### src/rtl/tt_daniele_pkg.sv
// Shared types and constants for the sum-and-transmit tile.
package tt_daniele_pkg;

    typedef enum logic [1:0] {
        IDLE  = 2'd0,
        BEAT0 = 2'd1,
        BEAT1 = 2'd2
    } state_t;

    localparam int FRAME_BEATS   = 2;
    localparam int DEFAULT_WIDTH = 8;
    localparam int DEFAULT_DEPTH = 4;

endpackage

### src/rtl/tt_daniele_sync_fifo.sv
// Single-clock FIFO with occupancy count; read data is presented combinationally at the head.
module tt_daniele_sync_fifo
    import tt_daniele_pkg::*;
#(
    parameter  int WIDTH = DEFAULT_WIDTH + 1,
    parameter  int DEPTH = DEFAULT_DEPTH,
    localparam int CW    = $clog2(DEPTH + 1)
) (
    input  logic             clk,
    input  logic             rst,
    input  logic             push,
    input  logic [WIDTH-1:0] din,
    input  logic             pop,
    output logic [WIDTH-1:0] dout,
    output logic             full,
    output logic             empty,
    output logic [CW-1:0]    count
);

    localparam int PW = $clog2(DEPTH);

    logic [WIDTH-1:0] mem [DEPTH];
    logic [PW-1:0]    wr_ptr;
    logic [PW-1:0]    rd_ptr;
    logic             do_push;
    logic             do_pop;

    assign full    = (count == CW'(DEPTH));
    assign empty   = (count == '0);
    assign do_push = push & ~full;
    assign do_pop  = pop & ~empty;
    assign dout    = mem[rd_ptr];

    // Pointers wrap naturally because DEPTH is a power of two.
    always_ff @(posedge clk or posedge rst) begin
        if (rst) begin
            wr_ptr <= '0;
            rd_ptr <= '0;
            count  <= '0;
        end else begin
            if (do_push) wr_ptr <= wr_ptr + PW'(1);
            if (do_pop)  rd_ptr <= rd_ptr + PW'(1);
            count <= count + CW'(do_push) - CW'(do_pop);
        end
    end

    always_ff @(posedge clk) begin
        if (do_push) mem[wr_ptr] <= din;
    end

endmodule

### src/rtl/tt_daniele_sum_tx.sv
// Adds operand pairs, queues the results and sends each as a two-beat frame (sum byte, then carry).
module tt_daniele_sum_tx
    import tt_daniele_pkg::*;
#(
    parameter int WIDTH = DEFAULT_WIDTH,
    parameter int DEPTH = DEFAULT_DEPTH
) (
    input  logic             clk,
    input  logic             rst,
    input  logic [WIDTH-1:0] a_in,
    input  logic [WIDTH-1:0] b_in,
    input  logic             in_valid,
    output logic             in_ready,
    output logic [WIDTH-1:0] tx_data,
    output logic [WIDTH-1:0] tx_oe,
    output logic             tx_valid,
    input  logic             tx_ready,
    output logic             tx_last,
    output logic [7:0]       sent_cnt
);

    localparam int CW = $clog2(DEPTH + 1);

    function automatic logic [WIDTH:0] add_pair(input logic [WIDTH-1:0] a,
                                                input logic [WIDTH-1:0] b);
        return {1'b0, a} + {1'b0, b};
    endfunction

    state_t           state_q, state_d;
    logic [WIDTH:0]   hold_q, hold_d;
    logic [WIDTH:0]   fifo_dout;
    logic             fifo_full;
    logic             fifo_empty;
    logic [CW-1:0]    fifo_count;
    logic [CW-1:0]    next_count;
    logic             accept;
    logic             pop;
    logic [WIDTH-1:0] data_d;
    logic [WIDTH-1:0] oe_d;
    logic             valid_d;
    logic             last_d;
    logic [7:0]       cnt_d;

    assign accept     = in_valid & in_ready;
    assign next_count = fifo_count + CW'(accept) - CW'(pop);

    tt_daniele_sync_fifo #(
        .WIDTH (WIDTH + 1),
        .DEPTH (DEPTH)
    ) u_fifo (
        .clk   (clk),
        .rst   (rst),
        .push  (accept),
        .din   (add_pair(a_in, b_in)),
        .pop   (pop),
        .dout  (fifo_dout),
        .full  (fifo_full),
        .empty (fifo_empty),
        .count (fifo_count)
    );

    always_ff @(posedge clk or posedge rst) begin
        if (rst) state_q <= IDLE;
        else     state_q <= state_d;
    end

    // Entry into BEAT0 from IDLE takes one cycle to load the output registers;
    // back-to-back entry from BEAT1 loads them directly from the FIFO head.
    always_comb begin
        state_d = state_q;
        hold_d  = hold_q;
        pop     = 1'b0;
        valid_d = tx_valid;
        data_d  = tx_data;
        last_d  = tx_last;
        oe_d    = tx_oe;
        cnt_d   = sent_cnt;
        case (state_q)
            IDLE: begin
                valid_d = 1'b0;
                data_d  = '0;
                last_d  = 1'b0;
                oe_d    = '0;
                if (!fifo_empty) begin
                    pop     = 1'b1;
                    hold_d  = fifo_dout;
                    state_d = BEAT0;
                end
            end
            BEAT0: begin
                if (!tx_valid) begin
                    valid_d = 1'b1;
                    data_d  = hold_q[WIDTH-1:0];
                    last_d  = 1'b0;
                    oe_d    = '1;
                end else if (tx_ready) begin
                    state_d = BEAT1;
                    data_d  = {{(WIDTH-1){1'b0}}, hold_q[WIDTH]};
                    last_d  = 1'b1;
                end
            end
            BEAT1: begin
                if (tx_ready) begin
                    cnt_d = sent_cnt + 8'd1;
                    if (!fifo_empty) begin
                        pop     = 1'b1;
                        hold_d  = fifo_dout;
                        state_d = BEAT0;
                        data_d  = fifo_dout[WIDTH-1:0];
                        last_d  = 1'b0;
                    end else begin
                        state_d = IDLE;
                        valid_d = 1'b0;
                        data_d  = '0;
                        last_d  = 1'b0;
                        oe_d    = '0;
                    end
                end
            end
            default: state_d = IDLE;
        endcase
    end

    always_ff @(posedge clk or posedge rst) begin
        if (rst) begin
            hold_q   <= '0;
            tx_valid <= 1'b0;
            tx_data  <= '0;
            tx_last  <= 1'b0;
            tx_oe    <= '0;
            sent_cnt <= '0;
            in_ready <= 1'b0;
        end else begin
            hold_q   <= hold_d;
            tx_valid <= valid_d;
            tx_data  <= data_d;
            tx_last  <= last_d;
            tx_oe    <= oe_d;
            sent_cnt <= cnt_d;
            in_ready <= (next_count != CW'(DEPTH));
        end
    end

endmodule

### config.mk
export PLATFORM = sky130hd
export DESIGN_NAME = tt_daniele_sum_tx
export DESIGN_NICKNAME = d
export VERILOG_FILES = /design/src/rtl/tt_daniele_pkg.sv /design/src/rtl/tt_daniele_sync_fifo.sv /design/src/rtl/tt_daniele_sum_tx.sv
export SDC_FILE = /design/constraint.sdc
export NUM_CORES = 1
export LEC_CHECK = 0
export CAP_MARGIN = 20
export CORE_AREA = 4 4 86 88
export CTS_BUF_LIST = sky130_fd_sc_hd__clkbuf_4
export DETAILED_ROUTE_END_ITERATION = 12
export DIE_AREA = 0 0 90 92
export PLACE_DENSITY = 0.86
export SETUP_SLACK_MARGIN = 0.1
export SYNTH_ARGS = -nofsm -noshare
export SYNTH_HDL_FRONTEND = slang
export SYNTH_SLANG_ARGS = --single-unit
### constraint.sdc
create_clock -name clk -period 2.75 [get_ports clk]
set_input_delay 0.4125 -clock clk [delete_from_list [all_inputs] [get_ports clk]]
set_output_delay 0.4125 -clock clk [all_outputs]
set_load 0.05 [all_outputs]
==> flow_summary.json, run 1 <==
{
  "drive_gt1_share_pct": 16.10,
  "cp-startpoint": "state_q[0]",
  "cts_buffers": 9,
  "syn_avg_cell_area_um2": 13.55,
  "critical_path_required_ps": 3060,
  "io_pins": 47,
  "clockRootBuffer": "clkbuf_4",
  "postLayoutCellArea_um2": 4312,
  "synth-edff-count": 36,
  "synthCells": 272,
  "worst_slew_pin_slew_ps": 645.5,
  "cp.arrival_ps": 2720,
  "clk_latency_ps": 430,
  "layout.cells.non_filler": 403,
  "period_share_pct": 87.86,
  "cts_tree": "yes",
  "cp-start-kind": "register",
  "synthTopCellsByCount": "dfrtp_1, edfxtp_1, nand2_1, ha_1, nor2_1",
  "grt_pass1_wl_mm": 10.68,
  "slew_headroom_pct": 56.96,
  "p_clk_share_pct": 13.8,
  "rsz0062_at_grt": "false",
  "viasPerCell": 5.315,
  "port_buffers": 46,
  "placementRows": 30,
  "swShare_pct": 42.24,
  "fillerInstances": 488,
  "initial_core_util_pct": 55.48,
  "wl_per_cell_um": 14.69,
  "p_comb_share_pct": 50.3,
  "setup_violations": 0,
  "cts_setup_buffers": 0,
  "fin_skew_ps": 17.85,
  "ff2ff_setup_slack_ps": 330,
  "cts_buffer_depth": 2,
  "htreeDepth": 3,
  "max_cap_violations": 0,
  "yosysWarnings": 0,
  "power.leakage_nw": 1.715,
  "seq_area_frac_synth_pct": 55.13,
  "setup.worst_path.class": "reg -> reg",
  "die-area_um2": 8280,
  "drtAntennaViolNets": 0,
  "die_y_um": 92,
  "whs_ps": 380.7,
  "wl_mm": 5.922,
  "fin_nets": 363,
  "syn_area_um2": 3686,
  "end_kind": "register",
  "p_sw_mw": 2.171,
  "cts.sinks": 74,
  "overflow": 0,
  "power_frac_seq_pct": 35.9,
  "cts-hold-fix-buffers": 0,
  "synth_nets": 317,
  "period_minus_slack_ps": 2416,
  "fin_setup_tns_ps": 0,
  "ir_worst_vdd_mv": 0.3818,
  "synth_most_common_cell": "dfrtp_1",
  "place_hpwl_mm": 4.510,
  "first_pass_iters": 4,
  "status": "completed",
  "via_count": 2142,
  "p_int_mw": 2.969,
  "core_area_um2": 6644,
  "yosys.area.top_type": "edfxtp_1",
  "cellPowerDensity_nw_per_um2": 1192,
  "clk_pin_slew_ps": 140,
  "synthToLayoutAreaGrowth_pct": 16.97,
  "place_congestion": 0.8151,
  "dpl.cell_count": 387,
  "antenna_cells": 0,
  "synth-main-ff-cell": "dfrtp_1",
  "fmax_mhz": 413.9,
  "hold_violations": 0,
  "r2r_start": "state_q[0]",
  "synthTopCellsByArea": "edfxtp_1, dfrtp_1, ha_1",
  "finalMaxSlewViolations": 0,
  "antenna_found_initial": 0,
  "grt_pass1_vias": 2300,
  "drc": 0,
  "dpl-instance-area_um2": 4159,
  "postCtsResizedCells": 0,
  "ys_seq_elements": 74,
  "grt_usage_pct": 16.01,
  "synth_cell_types": 44,
  "synth_top_area_share_pct": 29.33,
  "synthArstFlopShare_pct": 51.35,
  "dr.first_iter.drc_count": 58,
  "grt_max_degree": 39,
  "critPathMaxFanout": 9,
  "hold_path_class": "in -> async",
  "die_w_um": 90
}
-- state kept, by name, summed over array words and instances, names as in the netlist, 2 cells and up --
name	cells
tx_data	8
u_fifo.rd_ptr	2
state_q	2
sent_cnt	8
u_fifo.wr_ptr	2
u_fifo.mem	36
hold_q	9
u_fifo.count	3
-- layer usage --
metal / vias up / global-route usage [%] / wire, um
met2: 56 / 28.13 / 2895
met5: - / 0 / 0
met4: 0 / 4.592 / 77
li1: 1057 / - / -
met1: 1020 / 19.28 / 2634
met3: 9 / 4.512 / 314
-- cell usage in the layout (no fill, tap or decap), types with 3 or more instances in the layout --
cell and n:
ha_1 22, a311oi_2 8, clkdlybuf4s50_1 46, mux2_1 3, o21ai_0 5, fa_1 3
mux4_2 9, dfrtp_1 38, and2_1 4, edfxtp_1 36, inv_1 17, a21oi_1 6
nor2b_1 4, xnor2_1 11, buf_4 4, nand3_1 4, xor2_1 6, nor2_1 18
mux2_2 10, nand2_1 26, clkbuf_4 9
-- final cells by class --
type	count	area (um^2)	area share (%)
clock buffers	9	67.56	1.567
flip-flops and latches	74	2032	47.13
clock inverters	7	85.08	1.973
repair buffers	50	490.5	11.38
multi-input cells	166	1473	34.16
well taps	80	100.1	2.322
inverters	17	63.81	1.480
-- cells by family after synthesis --
kind of cell,count (synthesis),share of synthesized area (%)
DFF,74,55.13
adders and majority gates,25,9.097
xor gates and xnor gates,17,4.039
AOI/OAI and AO/OA,37,8.792
muxes,23,9.742
and+or+nand+nor,64,8.282
buffers and inverters,32,4.922
-- stage by stage --
stage          util [%]  total power [mW]  worst slack (ps)
2_1_floorplan         -             3.954             546.5
3_3_place_gp      62.60             4.357             409.3
3_5_place_dp      62.60             4.491             352.8
4_1_cts           64.90             5.201             330.6
5_1_grt           64.90             5.542             142.2
6_report          64.90             5.140             333.8
-- power by group through the flow --
stage | logic, mW | registers, mW | clock network (mW)
2_1_floorplan | 1.86 | 2.09 | 0
6_report | 2.59 | 1.84 | 0.711
3_5_place_dp | 2.61 | 1.88 | 0
5_1_grt | 2.84 | 1.90 | 0.798
3_3_place_gp | 2.51 | 1.85 | 0
4_1_cts | 2.62 | 1.85 | 0.724
-- worst max-delay path, cell delays in order (launching register included) --
cell and delay, ps:
dfrtp_1 430, inv_1 100, ha_1 310, a21oi_1 240
nor2_1 70, ha_1 260, inv_1 50, ha_1 130
inv_1 50, fa_1 360, xor2_1 190, nand3b_1 110
-- final timing paths --
kind	end	depth (start not counted)
setup reg to reg	in_ready	11
setup / recovery	in_ready	11
max in group asynchronous	sent_cnt[0]	3
hold reg to reg	sent_cnt[7]	1
hold / removal	tx_data[5]	3
min in group clk	sent_cnt[7]	1
Note: power is estimated with default switching activity, not from simulation.
==> run 2, diff against run 1 <==
ABC_CLOCK_PERIOD_IN_PS = 2750   (was unset)
==> results of run 2 <==
Final layout, timing and power as in run 1 (identical DEF).
==> run 3, diff against run 2 <==
ABC_CLOCK_PERIOD_IN_PS = 2350   (was 2750)
CORE_AREA = 2 2 82 84   (was 4 4 86 88)
DIE_AREA = 0 0 84 86   (was 0 0 90 92)
DONT_BUFFER_PORTS = 1   (was unset)
PLACE_DENSITY = 0.8   (was 0.86)
clock period = 2.35 ns   (was 2.75 ns; I/O delays follow)
==> run 3 against run 2 <==
  * Combinational power is essentially flat
  * Register-to-register slack worse by 120 ps
  * Critical path depth decreased by 1
  * Maximum frequency grew 13%
  * Final area is 8.2% lower
  * Via count is 4.9% lower
  * Sequential power up 31%
  * First-iteration DRC count shrank 10%
  * Critical path type unchanged
  * Routed wire length fell by 4.3%
  * Global-route usage rose by 1.9 points
  * Non-clock buffer count fell by 36
  * Clock skew is 11 ps lower
==> flow_summary.json, run 3 (synthesized netlist as in run 1, its figures left out) <==
{
  "critPathBufInv": 3,
  "cp.depth": 10,
  "grt_max_degree": 39,
  "drc": 0,
  "cellPowerDensity_nw_per_um2": 1481,
  "largest_registers": "u_fifo.mem (36), hold_q (9)",
  "power.leakage_nw": 1.597,
  "place_hpwl_mm": 4.090,
  "setup_violations": 0,
  "cts_buffers": 9,
  "clk_pin_slew_ps": 120,
  "layout_common_cells": "dfrtp_1, edfxtp_1, nand2_1, ha_1, nor2_1",
  "critPathMostFrequentCell": "ha_1",
  "fin_ws_ps": 215.7,
  "p_comb_share_pct": 43.8,
  "antenna_cells": 0,
  "grt_pass1_wl_mm": 9.963,
  "htreeDepth": 3,
  "clk_latency_ps": 410,
  "viasPerCell": 5.596,
  "hold_depth": 2,
  "max_cap_violations": 0,
  "antenna_found_initial": 0,
  "period_share_pct": 90.82,
  "die_w_um": 84,
  "place_congestion": 0.7812,
  "critPathTopFamily": "adder cells",
  "dpl-instance-area_um2": 3764,
  "fmax_mhz": 468.5,
  "fin_setup_tns_ps": 0,
  "hold_violations": 0,
  "die_y_um": 86,
  "end_kind": "register",
  "port_buffers": 0,
  "placementRows": 29,
  "wl_mm": 5.665,
  "p_int_mw": 3.385,
  "cp-start-kind": "register",
  "rsz0062_at_grt": "false",
  "critPathMaxFanout": 5,
  "p_sw_mw": 2.474,
  "finalMaxSlewViolations": 0,
  "wl_per_cell_um": 15.56,
  "critical_path.max_stage_delay_ps": 430,
  "ir_worst_vdd_mv": 1.059,
  "cts.sinks": 74,
  "grt_usage_pct": 17.86,
  "cpMaxStageDelayCell": "dfrtp_1",
  "core_area_um2": 6277,
  "initial_core_util_pct": 58.72,
  "largest_register_ffs": 36,
  "p_clk_share_pct": 15.1,
  "fin_skew_ps": 6.735,
  "die-area_um2": 7224,
  "io_pins": 47,
  "r2r_start": "state_q[1]",
  "slew_headroom_pct": 59.82,
  "fillerInstances": 469,
  "synthToLayoutAreaGrowth_pct": 7.332,
  "dp_slack_ps": 129.3,
  "power_frac_seq_pct": 41.1,
  "via_count": 2037,
  "mostFrequentLayoutCell": "dfrtp_1",
  "dr.first_iter.drc_count": 52,
  "clockRootBuffer": "clkbuf_4",
  "postLayoutCellArea_um2": 3956,
  "period_minus_slack_ps": 2134,
  "layout.cells.non_filler": 364,
  "drive_gt1_share_pct": 22.30,
  "regMostFlops": "u_fifo.mem",
  "hold_path_class": "in -> reg",
  "critical_path.cell_chain": "inv_1 -> ha_1 -> a21oi_2 -> buf_4 -> nor2_1 -> ha_1 -> inv_1 -> ha_1 -> fa_1 -> xnor2_1",
  "setup.worst_path.class": "reg -> reg",
  "grt_pass1_vias": 2112,
  "drtAntennaViolNets": 0,
  "ff2ff_path_depth": 10,
  "critical_path_required_ps": 2650,
  "swShare_pct": 42.23,
  "overflow": 0,
  "cp.arrival_ps": 2440,
  "hp-start": "tx_ready",
  "fin_nets": 327,
  "worst_slew_pin_slew_ps": 602.7,
  "first_pass_iters": 4,
  "cts_tree": "yes",
  "cts_buffer_depth": 2,
  "status": "completed",
  "cp-startpoint": "state_q[1]",
  "dpl.cell_count": 345
}
==> run 3: cell count changes in the layout (fill, tap and decap cells not counted), moves of 2 or more <==
cell             delta
clkinv_2            +2
inv_6               -2
inv_8               -2
clkdlybuf4s50_1    -46
buf_4               +8
==> run 3: power groups by stage <==
stage	Combinational [mW]	Clock, mW	Sequential [mW]
after global routing	2.87	0.954	2.47
final	2.57	0.884	2.41
after global placement	2.46	0	2.43
after CTS	2.55	0.894	2.43
after floorplan	2.18	0	2.45
after detailed placement	2.54	0	2.46
==> run 3: cell type report <==
type | count | area [um^2] | share of cell area, %
flip-flops and latches | 74 | 2036 | 51.45
multi-input cells | 166 | 1479 | 37.38
repair buffers | 14 | 120.1 | 3.036
well taps | 77 | 96.34 | 2.435
clock inverters | 7 | 93.84 | 2.372
clock buffers | 9 | 67.56 | 1.708
inverters | 17 | 63.81 | 1.613
==> run 3: what timing repair did <==
action / CTS / global route
endpoints found under the setup margin: 0 / 2
hold endpoints to repair: 38 / 0
gates resized for setup: 0 / 2
hold buffers: 1 / 0
setup buffers: 0 / 2
==> run 3: metrics by stage <==
stage / power (mW) / utilization, % / hold slack, ps
6_report: 5.859 / 63.03 / 109.1
5_1_grt: 6.288 / 63.03 / 110.6
3_3_place_gp: 4.885 / 59.96 / 384.4
3_5_place_dp: 5.000 / 59.96 / 383.3
2_1_floorplan: 4.627 / - / 458.0
4_1_cts: 5.871 / 62.69 / 94.32
==> run 3: final timing paths <==
kind,endpoint,slack (ps)
max reg2reg,u_fifo.count[2],220
max,u_fifo.count[2],220
min in group asynchronous,tx_data[3],470
max in group asynchronous,tx_oe[6],1500
min,tx_last,110
min reg2reg,hold_q[2],510
==> run 3: layer usage <==
| metal | global-route usage, % | part of all wire, % | wire length, um |
|---|---|---|---|
| met1 | 22.24 | 44 | 2498 |
| met2 | 29.31 | 49 | 2774 |
| met3 | 4.139 | 4.4 | 249 |
| met4 | 9.531 | 2.5 | 144 |
| met5 | 0 | 0 | 0 |
